File: src/rtl/config_read_arbiter_pkg.sv
// rtl/config_read_arbiter_pkg.sv - shared types and constants for the config read path
package config_read_arbiter_pkg;

    // Width of a config register read response.
    localparam int AXIL_DATA_BITS = 32;

    // Cycles a transaction may spend in ISSUE+WAIT before it is forced to an error.
    localparam int DEFAULT_TIMEOUT_CYCLES = 1024;

    typedef enum logic [1:0] {
        IDLE    = 2'd0,
        ISSUE   = 2'd1,
        WAIT    = 2'd2,
        RESPOND = 2'd3
    } state_t;

    // Width of an index selecting one of n requesters; never narrower than one bit.
    function automatic int index_bits(input int n);
        return (n > 1) ? $clog2(n) : 1;
    endfunction

endpackage

File: src/rtl/config_read_arbiter_if.sv
// rtl/config_read_arbiter_if.sv - downstream config read port between arbiter and register file
interface config_read_arbiter_if
    import config_read_arbiter_pkg::*;
#(
    parameter int ADDR_BITS = 16,
    parameter int DATA_BITS = AXIL_DATA_BITS
);

    logic                 m_read_valid;
    logic                 m_read_ready;
    logic [ADDR_BITS-1:0] m_read_addr;
    logic                 m_resp_valid;
    logic                 m_resp_ready;
    logic [DATA_BITS-1:0] m_resp_data;
    logic                 m_resp_error;

    // Arbiter side: issues reads and accepts responses.
    modport master (
        output m_read_valid,
        output m_read_addr,
        output m_resp_ready,
        input  m_read_ready,
        input  m_resp_valid,
        input  m_resp_data,
        input  m_resp_error
    );

    // Register file side: accepts reads and returns responses.
    modport slave (
        input  m_read_valid,
        input  m_read_addr,
        input  m_resp_ready,
        output m_read_ready,
        output m_resp_valid,
        output m_resp_data,
        output m_resp_error
    );

endinterface

File: src/rtl/config_read_arbiter_rr_arbiter.sv
// rtl/config_read_arbiter_rr_arbiter.sv - combinational round-robin pick from a start pointer
module config_read_arbiter_rr_arbiter
    import config_read_arbiter_pkg::*;
#(
    parameter int NUM_REQ  = 4,
    parameter int IDX_BITS = index_bits(NUM_REQ)
) (
    input  logic [NUM_REQ-1:0]  req,
    input  logic [IDX_BITS-1:0] rr_ptr,
    output logic [NUM_REQ-1:0]  grant,
    output logic [IDX_BITS-1:0] grant_idx,
    output logic                grant_valid
);

    logic [IDX_BITS-1:0] cand;

    // First active request at or after rr_ptr, wrapping past the top index.
    always_comb begin
        grant       = '0;
        grant_idx   = '0;
        grant_valid = 1'b0;
        cand        = '0;
        for (int k = 0; k < NUM_REQ; k++) begin
            cand = IDX_BITS'((int'(rr_ptr) + k) % NUM_REQ);
            if (!grant_valid && req[cand]) begin
                grant_valid = 1'b1;
                grant[cand] = 1'b1;
                grant_idx   = cand;
            end
        end
    end

endmodule

File: src/rtl/config_read_arbiter.sv
// rtl/config_read_arbiter.sv - round-robin sharing of one config read port with response timeout
module config_read_arbiter
    import config_read_arbiter_pkg::*;
#(
    parameter int NUM_REQ        = 4,
    parameter int ADDR_BITS      = 16,
    parameter int DATA_BITS      = AXIL_DATA_BITS,
    parameter int TIMEOUT_CYCLES = DEFAULT_TIMEOUT_CYCLES
) (
    input  logic                 clk,
    input  logic                 rst_n,
    input  logic [NUM_REQ-1:0]   req_read_valid,
    output logic [NUM_REQ-1:0]   req_read_ready,
    input  logic [ADDR_BITS-1:0] req_read_addr [NUM_REQ],
    output logic [NUM_REQ-1:0]   req_resp_valid,
    input  logic [NUM_REQ-1:0]   req_resp_ready,
    output logic [DATA_BITS-1:0] req_resp_data,
    output logic                 req_resp_error,
    config_read_arbiter_if.master m_if,
    output logic                 timeout_seen
);

    localparam int IDX_BITS   = index_bits(NUM_REQ);
    localparam int TIMER_BITS = (TIMEOUT_CYCLES > 0) ? $clog2(TIMEOUT_CYCLES + 1) : 1;
    localparam logic [TIMER_BITS-1:0] TIMER_MAX  = TIMER_BITS'(TIMEOUT_CYCLES);
    localparam logic [TIMER_BITS-1:0] TIMER_LAST =
        TIMER_BITS'((TIMEOUT_CYCLES > 0) ? TIMEOUT_CYCLES - 1 : 0);

    if (NUM_REQ < 1) begin : g_bad_num_req
        $error("config_read_arbiter: NUM_REQ must be at least 1");
    end
    if (TIMEOUT_CYCLES < 0) begin : g_bad_timeout
        $error("config_read_arbiter: TIMEOUT_CYCLES must not be negative");
    end

    state_t                state_q, state_d;
    logic [IDX_BITS-1:0]   grant_q;
    logic [IDX_BITS-1:0]   rr_ptr_q, rr_ptr_d;
    logic [ADDR_BITS-1:0]  addr_q;
    logic [DATA_BITS-1:0]  data_q;
    logic                  error_q;
    logic [TIMER_BITS-1:0] timer_q, timer_d, timer_inc;
    logic                  timer_expired;
    logic                  drain_q, drain_d;
    logic                  timeout_seen_q;
    logic                  load_req, load_resp, load_timeout;

    logic [NUM_REQ-1:0]    arb_grant;
    logic [IDX_BITS-1:0]   arb_idx;
    logic                  arb_valid;

    config_read_arbiter_rr_arbiter #(
        .NUM_REQ  (NUM_REQ),
        .IDX_BITS (IDX_BITS)
    ) u_rr_arbiter (
        .req         (req_read_valid),
        .rr_ptr      (rr_ptr_q),
        .grant       (arb_grant),
        .grant_idx   (arb_idx),
        .grant_valid (arb_valid)
    );

    // The timer saturates so a disabled or already-fired timeout never wraps around.
    assign timer_inc     = (timer_q == TIMER_MAX) ? timer_q : timer_q + TIMER_BITS'(1);
    // Expiry is flagged on the last counted cycle so the transaction leaves after exactly
    // TIMEOUT_CYCLES cycles in ISSUE+WAIT.
    assign timer_expired = (TIMEOUT_CYCLES != 0) && (timer_q == TIMER_LAST);

    assign m_if.m_read_addr = addr_q;
    assign req_resp_data    = data_q;
    assign req_resp_error   = error_q;
    assign timeout_seen     = timeout_seen_q;

    // Next-state, handshake outputs and register load strobes for one transaction at a time.
    always_comb begin
        state_d             = state_q;
        timer_d             = timer_q;
        drain_d             = drain_q;
        rr_ptr_d            = rr_ptr_q;
        load_req            = 1'b0;
        load_resp           = 1'b0;
        load_timeout        = 1'b0;
        req_read_ready      = '0;
        req_resp_valid      = '0;
        m_if.m_read_valid   = 1'b0;
        m_if.m_resp_ready   = drain_q;

        // A response seen while draining belongs to an abandoned transaction: swallow it.
        if (drain_q && m_if.m_resp_valid) begin
            drain_d = 1'b0;
        end

        case (state_q)
            IDLE: begin
                if (arb_valid) begin
                    req_read_ready = arb_grant;
                    load_req       = 1'b1;
                    timer_d        = '0;
                    state_d        = ISSUE;
                end
            end
            ISSUE: begin
                m_if.m_read_valid = 1'b1;
                timer_d           = timer_inc;
                if (m_if.m_read_ready) begin
                    state_d = WAIT;
                end else if (timer_expired) begin
                    load_timeout = 1'b1;
                    state_d      = RESPOND;
                end
            end
            WAIT: begin
                m_if.m_resp_ready = 1'b1;
                timer_d           = timer_inc;
                if (m_if.m_resp_valid && !drain_q) begin
                    load_resp = 1'b1;
                    state_d   = RESPOND;
                end else if (timer_expired) begin
                    load_timeout = 1'b1;
                    drain_d      = 1'b1;
                    state_d      = RESPOND;
                end
            end
            RESPOND: begin
                req_resp_valid[grant_q] = 1'b1;
                if (req_resp_ready[grant_q]) begin
                    state_d  = IDLE;
                    rr_ptr_d = (grant_q == IDX_BITS'(NUM_REQ - 1)) ? '0 : grant_q + IDX_BITS'(1);
                end
            end
            default: begin
                state_d = IDLE;
            end
        endcase
    end

    // State, latched request/response payload, timer, drain and sticky timeout flag.
    always_ff @(posedge clk) begin
        if (!rst_n) begin
            state_q        <= IDLE;
            grant_q        <= '0;
            rr_ptr_q       <= '0;
            addr_q         <= '0;
            data_q         <= '0;
            error_q        <= 1'b0;
            timer_q        <= '0;
            drain_q        <= 1'b0;
            timeout_seen_q <= 1'b0;
        end else begin
            state_q  <= state_d;
            timer_q  <= timer_d;
            drain_q  <= drain_d;
            rr_ptr_q <= rr_ptr_d;
            if (load_req) begin
                grant_q <= arb_idx;
                addr_q  <= req_read_addr[arb_idx];
            end
            if (load_resp) begin
                data_q  <= m_if.m_resp_data;
                error_q <= m_if.m_resp_error;
            end else if (load_timeout) begin
                data_q         <= '0;
                error_q        <= 1'b1;
                timeout_seen_q <= 1'b1;
            end
        end
    end

endmodule

File: src/flat_wrapper.sv
// flat-port wrapper written by rule: the top's interface ports become plain ports
module config_read_arbiter_flat import config_read_arbiter_pkg::*;
#(
    parameter int NUM_REQ        = 4,
    parameter int ADDR_BITS      = 16,
    parameter int DATA_BITS      = AXIL_DATA_BITS,
    parameter int TIMEOUT_CYCLES = DEFAULT_TIMEOUT_CYCLES
)
  (clk, rst_n, req_read_valid, req_read_ready, req_read_addr, req_resp_valid, req_resp_ready, req_resp_data, req_resp_error, timeout_seen, m_if_m_read_valid, m_if_m_read_addr, m_if_m_resp_ready, m_if_m_read_ready, m_if_m_resp_valid, m_if_m_resp_data, m_if_m_resp_error);
  config_read_arbiter_if #(.ADDR_BITS(ADDR_BITS), .DATA_BITS(DATA_BITS)) m_if_i ();
  input  logic clk;
  input  logic rst_n;
  input  logic [NUM_REQ-1:0] req_read_valid;
  output logic [NUM_REQ-1:0] req_read_ready;
  input  logic [ADDR_BITS-1:0] req_read_addr[NUM_REQ];
  output logic [NUM_REQ-1:0] req_resp_valid;
  input  logic [NUM_REQ-1:0] req_resp_ready;
  output logic [DATA_BITS-1:0] req_resp_data;
  output logic req_resp_error;
  output logic timeout_seen;
  output wire logic [$bits(m_if_i.m_read_valid)-1:0] m_if_m_read_valid;
  output wire logic [$bits(m_if_i.m_read_addr)-1:0] m_if_m_read_addr;
  output wire logic [$bits(m_if_i.m_resp_ready)-1:0] m_if_m_resp_ready;
  input wire logic [$bits(m_if_i.m_read_ready)-1:0] m_if_m_read_ready;
  input wire logic [$bits(m_if_i.m_resp_valid)-1:0] m_if_m_resp_valid;
  input wire logic [$bits(m_if_i.m_resp_data)-1:0] m_if_m_resp_data;
  input wire logic [$bits(m_if_i.m_resp_error)-1:0] m_if_m_resp_error;
  assign m_if_m_read_valid = m_if_i.m_read_valid;
  assign m_if_m_read_addr = m_if_i.m_read_addr;
  assign m_if_m_resp_ready = m_if_i.m_resp_ready;
  assign m_if_i.m_read_ready = m_if_m_read_ready;
  assign m_if_i.m_resp_valid = m_if_m_resp_valid;
  assign m_if_i.m_resp_data = m_if_m_resp_data;
  assign m_if_i.m_resp_error = m_if_m_resp_error;
  config_read_arbiter #(.NUM_REQ(NUM_REQ), .ADDR_BITS(ADDR_BITS), .DATA_BITS(DATA_BITS), .TIMEOUT_CYCLES(TIMEOUT_CYCLES)) u_core (.clk(clk), .rst_n(rst_n), .req_read_valid(req_read_valid), .req_read_ready(req_read_ready), .req_read_addr(req_read_addr), .req_resp_valid(req_resp_valid), .req_resp_ready(req_resp_ready), .req_resp_data(req_resp_data), .req_resp_error(req_resp_error), .m_if(m_if_i), .timeout_seen(timeout_seen));
endmodule
File: config.mk
export PLATFORM = sky130hd
export DESIGN_NAME = config_read_arbiter_flat
export DESIGN_NICKNAME = d
export VERILOG_FILES = /design/src/rtl/config_read_arbiter_pkg.sv /design/src/rtl/config_read_arbiter_if.sv /design/src/rtl/config_read_arbiter_rr_arbiter.sv /design/src/rtl/config_read_arbiter.sv /design/src/flat_wrapper.sv
export SDC_FILE = /design/constraint.sdc
export NUM_CORES = 1
export LEC_CHECK = 0
export ABC_AREA = 1
export ABC_CLOCK_PERIOD_IN_PS = 7100
export CAP_MARGIN = 40
export CELL_PAD_IN_SITES_DETAIL_PLACEMENT = 0
export CELL_PAD_IN_SITES_GLOBAL_PLACEMENT = 1
export CORE_MARGIN = 5
export CORE_UTILIZATION = 32
export CTS_CLUSTER_DIAMETER = 150
export DETAILED_ROUTE_END_ITERATION = 16
export HOLD_SLACK_MARGIN = 0.05
export PLACE_DENSITY = 0.87
export SLEW_MARGIN = 20
export SYNTH_ARGS = -nofsm -noshare
export SYNTH_HDL_FRONTEND = slang
export SYNTH_SLANG_ARGS = --single-unit
File: constraint.sdc
create_clock -name clk -period 7.1 [get_ports clk]
set_clock_uncertainty 0.1 [all_clocks]
set_input_delay 1.42 -clock clk [delete_from_list [all_inputs] [get_ports clk]]
set_output_delay 1.42 -clock clk [all_outputs]
set_load 0.01 [all_outputs]
## After elaboration in Yosys (flattened, before gate mapping)

Index checks and enable logic that the tools add are counted.

- Bits in registers: 68
- Input bits: 109
- Output and inout bits: 60
- Word-level logic and storage cells: 127

- Add/subtract/negate cells: 5
- $lt $le $gt $ge: 11
- Equality and inequality tests: 9
- Muxes and demuxes: 66
- Bitwise gates (word level): 5
- Reductions and logical operators: 22

Operators by type and width:

| cell | number |
|---|---|
| 32-bit 2-to-1 mux | 2 |
| 16-bit binary-select mux with 2-bit select | 1 |
| 16-bit 2-to-1 mux | 2 |
| 1-bit 2-to-1 mux | 29 |
| 4-bit 2-to-1 mux | 7 |
| 11-bit 2-to-1 mux | 2 |
| 11-bit one-hot mux with 2 select lines | 1 |
| 2-bit 2-to-1 mux | 10 |
| 2-bit by 3-bit less-than comparator with 1-bit output, second input constant | 5 |
| 4-bit bitwise OR | 3 |
| 11-bit by 1-bit adder with 11-bit output, second input constant | 1 |
| 11-bit by 10-bit == test with 1-bit output, second input constant | 1 |
| 11-bit == test, second input constant | 1 |
| 1-bit binary-select mux with 2-bit select | 5 |
| 1-bit demux with 2-bit select | 5 |
| 2-bit by 1-bit >= comparator with 1-bit output, second input constant | 5 |
| 1-bit logical AND | 10 |
| 2-bit one-hot mux with 4 select lines | 1 |
| 2-bit == test, second input constant | 3 |
| 2-bit AND reduction | 3 |
| 2-bit by 1-bit adder with 2-bit output, second input constant | 2 |
| 2-bit adder, second input constant | 2 |
| 1-bit zero test | 4 |
| 2-bit by 1-bit inequality test with 1-bit output, second input constant | 2 |
| 10 further kinds | 11 |

## Longest topological paths before layout

Gate-level depths: netlist of run 1.

- Depth in word-level cells: 16
- Gate-level depth with buffers: 17

## Cells and area by module

From an unflattened synthesis of run 1, not the netlist that was laid out.

- Cells, all modules: 608
- Area total of the unflattened synthesis: 4299.1 µm²

By module, submodules not included:

| module | instances | cells each | area an instance (µm²) | sequential area each (µm²) |
|---|---|---|---|---|
| config_read_arbiter | 1 | 534 | 3868.7 | 1361.3 |
| config_read_arbiter_rr_arbiter | 1 | 74 | 430.4 | 0.0 |

## Worst setup path before layout of run 1

No wires, ideal clock.

- Kind: in2out
- Start point: in req_read_valid[3]
- End point: out req_read_ready[3]
- Arrival: 2.300 ns
- Slack: 3.280 ns
- Cell stages on the path: 11
- Cells stage by stage: inv_1 nand2_1 nand3_2 nand2_4 inv_2 nand2_2 nor2_1 nand2_1 nand4_1 nand2_1 inv_1

- Cells in the longest elaborated chain, start to end: 14
- Elaborated cells between the ends (all ways): 27

Ends and longest elaborated chain:

| what | line | RTL |
|---|---|---|
| start: declaration | flat_wrapper.sv:13 | `input logic [NUM_REQ-1:0] req_read_valid;` |
| 1-bit binary-select mux with 2-bit select | config_read_arbiter_rr_arbiter.sv:25 | `if (!grant_valid && req[cand]) begin` |
| 1-bit 2-to-1 mux (implied by the code) | config_read_arbiter_rr_arbiter.sv:25 |  |
| 1-bit 2-to-1 mux | config_read_arbiter_rr_arbiter.sv:25 |  |
| 1-bit zero test | config_read_arbiter_rr_arbiter.sv:25 |  |
| 1-bit logical AND | config_read_arbiter_rr_arbiter.sv:25 |  |
| 1-bit 2-to-1 mux | config_read_arbiter_rr_arbiter.sv:25 |  |
| 1-bit zero test | config_read_arbiter_rr_arbiter.sv:25 |  |
| 1-bit logical AND | config_read_arbiter_rr_arbiter.sv:25 |  |
| 1-bit 2-to-1 mux | config_read_arbiter_rr_arbiter.sv:25 |  |
| 1-bit zero test | config_read_arbiter_rr_arbiter.sv:25 |  |
| 1-bit logical AND | config_read_arbiter_rr_arbiter.sv:25 |  |
| 4-bit 2-to-1 mux or 1-bit 2-to-1 mux (tied branches) | config_read_arbiter_rr_arbiter.sv:25 |  |
| 4-bit 2-to-1 mux (*) | config_read_arbiter.sv:95 | `if (arb_valid) begin` |
| 4-bit 2-to-1 mux (*) | config_read_arbiter.sv:93 | `case (state_q)` |
| end: declaration | flat_wrapper.sv:14 | `output logic [NUM_REQ-1:0] req_read_ready;` |

Every way passes the cells marked *; elsewhere a longest branch is shown, timed or not. The select of a mux whose other input is x is not followed.

## Worst setup path after layout of run 1

- Start point: in req_read_valid[3]
- End point: out req_read_ready[1]

Same word-level chain as after synthesis.

==> results of run 1 <==
==> cells by family (layout without fill, tap and decap cells) <==
logic type,count (synthesis),in the layout,synth area share
AO/OA/AOI/OAI,64,64,0.08266
XOR/XNOR,4,4,0.008387
adder cells (fa/ha/maj),18,18,0.05391
buffers and inverters,110,269,0.1141
flip-flops,68,68,0.3258
AND/OR/NAND/NOR,377,377,0.4151
==> layout make-up <==
cell class | count | share of cell area
Clock inverter | 7 | 0.01567
Tap cell | 172 | 0.03413
Sequential cell | 68 | 0.2159
Multi-Input combinational cell | 463 | 0.3730
Clock buffer | 9 | 0.03571
Timing Repair Buffer | 170 | 0.2742
Inverter | 83 | 0.05139
==> sequential cells by signal (all words and copies together) (netlist names) <==
register	cells
u_core.timer_q	11
u_core.state_q	2
u_core.drain_q	1
u_core.rr_ptr_q	2
u_core.grant_q	2
u_core.m_if.m_read_addr	16
u_core.req_resp_data	32
u_core.timeout_seen	1
u_core.req_resp_error	1
==> stage by stage <==
| stage | util | hold WS [ns] | total power [mW] | instance area (um^2) |
|---|---|---|---|---|
| floorplan | - | 0.3520 | 0.5918 | 4178 |
| global placement | 0.4657 | 0.3544 | 0.7278 | 5924 |
| detailed placement | 0.4702 | 0.3719 | 0.7342 | 5982 |
| CTS | 0.4957 | 0.3802 | 1.222 | 6306 |
| global route | 0.4957 | 0.3975 | 1.276 | 6306 |
| finish | 0.4957 | 0.3830 | 1.206 | 6306 |
==> power by group through the flow <==
stage	registers (mW)	logic, mW	clock network (mW)
global placement	0.428	0.299	0
CTS	0.422	0.307	0.494
finish	0.421	0.304	0.480
detailed placement	0.430	0.305	0
global route	0.424	0.337	0.514
floorplan	0.436	0.156	0
==> cells in the mapped netlist (all sizes together) <==
master  count
a211oi      3
a21boi      1
a21oi      46
a22oi       3
a31oi       1
and3        8
buf        13
clkbuf     14
clkinv      1
dfxtp      68
ha         18
inv        82
nand2     187
nand3      93
nand3b      1
nand4      19
nor2       58
nor3        9
nor4        1
o21ai       8
o221ai      1
o31ai       1
or2         1
xnor2       1
xor2        3
==> metal layers <==
layer,routed length [um],share of wire,vias to the layer above
li1,-,-,2368
met2,6402,0.46,154
met1,6274,0.45,2061
met5,0,0,-
met3,869,0.063,17
met4,250,0.018,0
==> critical path: cells and delay by family <==
family                 cells  cell delay (ns)
AND/OR/NAND/NOR            8             0.90
buffers and inverters      5             1.20
==> path summary, 6_finish.rpt <==
kind                           start                          end  depth (start not counted)
max                req_read_valid[3]            req_read_ready[1]                         13
min reg2reg  u_core.req_resp_data[3]      u_core.req_resp_data[3]                          2
min          u_core.req_resp_data[3]      u_core.req_resp_data[3]                          2
max reg2reg       u_core.rr_ptr_q[0]  u_core.m_if.m_read_addr[11]                         12
==> impl_results.md, run 1 <==
- Crit path kind: input pin to output port
- Fin crit period: 5.041 ns
- Synth Net Count: 768
- Met2 GRT Util: 0.2948
- Seq cells post-synth: 68
- Pre-CTS setup slack: 2.083 ns
- Initial DRC Count: about 340
- Setup violators final: 0
- Routability congestion estimate: 0.9113
- Worst slew margin: 0.4982
- CTS sink cnt: 68
- Internal: ~0.86 mW
- Via count: 4600
- Remaining Overflow, GRT: 0
- Max Slew Vio Count: 0
- Htree depth: 3
- Syn_area_per_cell: 6.518 um^2
- Worst skew pair latency: 0.32 ns
- Detailed Route WL: 13800 um
- Post-Place Cells: between 900 and 1000
- Die Span Y: 124.3 um
- Antenna violations before repair: 0
- Power density over cell area: 191.2 mW/mm^2
- Root Buffer: clkbuf_16
- Sequential area share after synthesis: 0.3258
- Max_cap viols: 0
- Fin nets: 922
- FF/Latch Area: 0.001361 mm^2
- Critical path arrival: 3.52 ns
- Synthesized area: 0.004178 mm^2
- Total negative slack: 0 ns
- Cell count after synthesis: 641
- Final Non-Filler Cells: 972
- Min-delay worst type: register to register
- CTS tree: done
- CP most frequent cell: nand2_1
- Unrepaired setup endpoints after global routing: false
- Post-synth top area share: 0.3258
- Crit path capture type: output port
- Comb pwr share: 0.252
- Tot GR Track Use: 0.1743
- Type of origin of the critical path: input pin
- Max incr delay on CP: 0.52 ns
- Sw frac: 0.2860
- CORE AREA: 0.01272 mm^2
- WP data required: roughly 5.6 ns
- # diodes: 0
- Area Growth Syn to Fin: 50.94%
- Die footprint: 0.01544 mm^2
- Grt met3 use: 0.04417
- Routed len/inst: 14.19 um
- Final worst slack: 2.059 ns
- Cell taking the most area after synthesis: dfxtp_1
- Largest net degree at the start of global routing: 42
- Hold Fails Final Rpt: 0
- Fmax: about 200 MHz
- DPL Wire Length: just over 10000 um
- Post_cts resized: 0
- Status: complete, no violations
- Row cnt: approximately 40
- IO Port Bufs: about 170
- Most frequent cells in the layout: nand2_1 (172), clkdlybuf4s50_1 (168), nand3_1 (86), inv_1 (74), dfxtp_1 (68)
- Tcrit/Tclk final: 0.7100
- Die Wd: between 100 and 150 um
- ANT nets after route: 0
- Flop pwr share: 0.349
- Top Ports: around 170
- Multi-input logic area: 0.002352 mm^2
- Synth warn: 0
- Crit Path Max Fanout: 8
- Most common cell after layout, fill and taps aside: nand2_1
- Critical-path top delay cell: clkdlybuf4s50_1
- Clock Tree Buf Depth: 2
- Initial core utilization: 0.3284
- Post-route DRC: 0
- Cells along the critical path: clkdlybuf4s50_1 > inv_1 > nand2_1 > nand3_2 > nand2_4 > inv_2 > nand2_2 > nor2_1 > nand2_1 > nand3_1 > nand2_1 > inv_1 > clkdlybuf4s50_1
- Library cells used by synthesis: 37
- FF-to-FF setup slack: 3.86 ns
- Top cells by area, synth: dfxtp_1 (33%), nand2_1 (15%), nand3_1 (10%), inv_1 (6.6%), a21oi_1 (5.5%)
- Vias in the first global route: 4618
- Worst slew pin tran: 0.7509 ns
- Switch Pwr: 0.3449 mW
- First-pass GRT wire length: 22880 um
- DR vias/cell: 4.733
- CTS Hold Bufs: 0
- Static leakage: between 2 and 3 nW
- Drt first pass iters: 4
- CTS buffer count: 9
- Clock network fraction of total power: 0.398
- Post-CTS setup buffer count: 0
- Number of fillers in the final layout: 1299
- CTS clk-pin slew, worst paths: 0.06 ns
- Peak VDD IR: 115.4 uV
- Grt met1 use: 0.2162
- GR peak layer: met2
- Layout cells sized above 1: 0.06625
No activity file was read; power rests on OpenSTA's default activity.
==> run 2: changes to the inputs <==
--- a/config.mk
+++ b/config.mk
@@ -6,16 +6,16 @@
 export NUM_CORES = 1
 export LEC_CHECK = 0
 export ABC_AREA = 1
-export ABC_CLOCK_PERIOD_IN_PS = 7100
+export ABC_CLOCK_PERIOD_IN_PS = 5200
 export CAP_MARGIN = 40
 export CELL_PAD_IN_SITES_DETAIL_PLACEMENT = 0
 export CELL_PAD_IN_SITES_GLOBAL_PLACEMENT = 1
 export CORE_MARGIN = 5
-export CORE_UTILIZATION = 32
+export CORE_UTILIZATION = 29
 export CTS_CLUSTER_DIAMETER = 150
 export DETAILED_ROUTE_END_ITERATION = 16
 export HOLD_SLACK_MARGIN = 0.05
-export PLACE_DENSITY = 0.87
+export PLACE_DENSITY = 0.8
 export SLEW_MARGIN = 20
 export SYNTH_ARGS = -nofsm -noshare
 export SYNTH_HDL_FRONTEND = slang
==> constraint.sdc (replaced) <==
create_clock -name clk -period 5.2 [get_ports clk]
set_clock_uncertainty 0.1 [all_clocks]
set_input_delay 1.04 -clock clk [delete_from_list [all_inputs] [get_ports clk]]
set_output_delay 1.04 -clock clk [all_outputs]
set_load 0.01 [all_outputs]
==> impl_results.md, run 2 (synthesis gave the netlist of run 1 again) <==
- Hold Crit Depth: 2
- Max Slew Vio Count: 0
- Crit path kind: register to output port
- Antenna violations before repair: 0
- Die footprint: 0.01691 mm^2
- Power density over cell area: 253.5 mW/mm^2
- CTS clk-pin slew, worst paths: around 0.06 ns
- Total power: 1.596 mW
- Unrepaired setup endpoints after global routing: false
- CORE AREA: 0.01399 mm^2
- Worst skew pair latency: 0.32 ns
- Final worst slack: around 0.91 ns
- Initial DRC Count: 239
- Hold Fails Final Rpt: 0
- Via count: between 4000 and 5000
- Routed len/inst: 14.28 um
- Worst slew margin: 0.5346
- First-pass GRT wire length: 21960 um
- Worst slew pin tran: ~0.7 ns
- Clock Tree Buf Depth: 2
- Worst R2R Path Depth: 12
- Reg2reg end: u_core.m_if.m_read_addr[12]
- Fin nets: 923
- Post_cts resized: 0
- Worst Hold Launch: u_core.req_resp_data[11]
- Final Cell Area: 0.006295 mm^2
- Remaining Overflow, GRT: 0
- Largest net degree at the start of global routing: between 40 and 50
- CTS Hold Bufs: 0
- Total negative slack: 0 ns
- Fin crit period: 4.291 ns
- Status: complete, no violations
- Post-route DRC: 0
- DR vias/cell: 4.720
- R2r startpoint: u_core.rr_ptr_q[0]
- Type of origin of the critical path: register
- ANT nets after route: 0
- Root Buffer: clkbuf_16
- Drt first pass iters: 4
- Most common cell after layout, fill and taps aside: nand2_1
- Hold_ws: 0.3779 ns
- Pre-CTS setup slack: 0.9581 ns
- Top Ports: between 150 and 200
- Vias in the first global route: between 4000 and 5000
- CTS tree: done
- CTS sink cnt: 68
- Number of fillers in the final layout: 1448
- Fmax: 233.1 MHz
- Detailed Route WL: 14010 um
- FF/Latch Area: 0.001361 mm^2
- IO Port Bufs: 168
- Row cnt: between 40 and 50
- Routability congestion estimate: around 0.85
- Crit Path Max Fanout: 13
- Area Growth Syn to Fin: 50.67%
- WP data required: 4.06 ns
- DPL Wire Length: 10590 um
- FF-to-FF setup slack: 1.94 ns
- Hold Path End: u_core.req_resp_data[11]
- Most frequent cells in the layout: nand2_1 (172), clkdlybuf4s50_1 (168), nand3_1 (86), inv_1 (74), dfxtp_1 (68)
- Number of flip-flops in the largest register: 32
- Setup violators final: 0
- Tcrit/Tclk final: 0.8251
- Peak VDD IR: 150.8 uV
- Min-delay worst type: register to register
- Tot GR Track Use: 0.1600
- Critical path arrival: 3.15 ns
- Static leakage: about 2.7 nW
- Post-CTS setup buffer count: 0
- Initial core utilization: 0.2987
- DP Area: about 0.006 mm^2
- CTS buffer count: 9
- Die Span Y: 130.0 um
- Htree depth: 3
- # diodes: 0
- Max_cap viols: 0
- Die Wd: 130.0 um
- Multi-input logic area: about 0.0023 mm^2
- Crit path capture type: output port
- Layout cells sized above 1: 0.06742
[run 2: changes by cell type in the layout (fill, tap and decap cells not counted)]
cell / change
clkinvlp_4: +2
buf_4: +1
bufinv_16: -1
clkinv_4: -1
nor2_2: +1
nor2_4: -1
[run 2: worst max path at each step]
stage | startpoint | end | slack [ns]
final | u_core.rr_ptr_q[0] | req_read_ready[0] | 0.91
after global routing | u_core.rr_ptr_q[0] | req_read_ready[3] | 0.73
after CTS | u_core.rr_ptr_q[0] | req_read_ready[0] | 0.95
after detailed placement | req_read_valid[1] | req_read_ready[0] | 0.96
after global placement | req_read_valid[3] | req_read_ready[3] | 1.04
after floorplan | req_read_valid[3] | req_read_ready[3] | 2.14
[run 2: area by class of cell]
type                            instances  share of cell area
Inverter                               83             0.05148
Sequential cell                        68              0.2163
Clock inverter                          7             0.01193
Multi-Input combinational cell        463              0.3729
Timing Repair Buffer                  171              0.2759
Tap cell                              180             0.03578
Clock buffer                            9             0.03578
[run 2: critical path, cell delays in order (launching register included)]
cell and delay, ns:
dfxtp_1 0.74, inv_8 0.11, ha_1 0.41, inv_1 0.14, nand3_1 0.08, nand2_1 0.15, nand2_2 0.10, nor2_1 0.24
nand2_1 0.11, nand3_1 0.10, nand2_1 0.05, inv_1 0.06, clkdlybuf4s50_1 0.52
[run 2: per-layer routing]
layer	vias up	global-route usage	part of all wire
li1	2370	-	-
met1	2091	0.1944	0.43
met2	153	0.2713	0.48
met3	16	0.05485	0.078
met4	0	0.04095	0.015
met5	-	0	0
[run 2: per-stage QoR]
step                  util  instances
floorplan                -        641
global placement    0.4248        963
detailed placement  0.4285        965
CTS                 0.4500        981
global route        0.4500        981
finish              0.4500        981
[run 2: power by group]
group / internal (mW) / leakage [nW] / total [mW] / switching, mW
registers: 0.553 / 0.553 / 0.575 / 0.0218
logic: 0.200 / 2.00 / 0.415 / 0.215
clock network: 0.372 / 0.138 / 0.606 / 0.233
total: 1.13 / 2.69 / 1.60 / 0.470
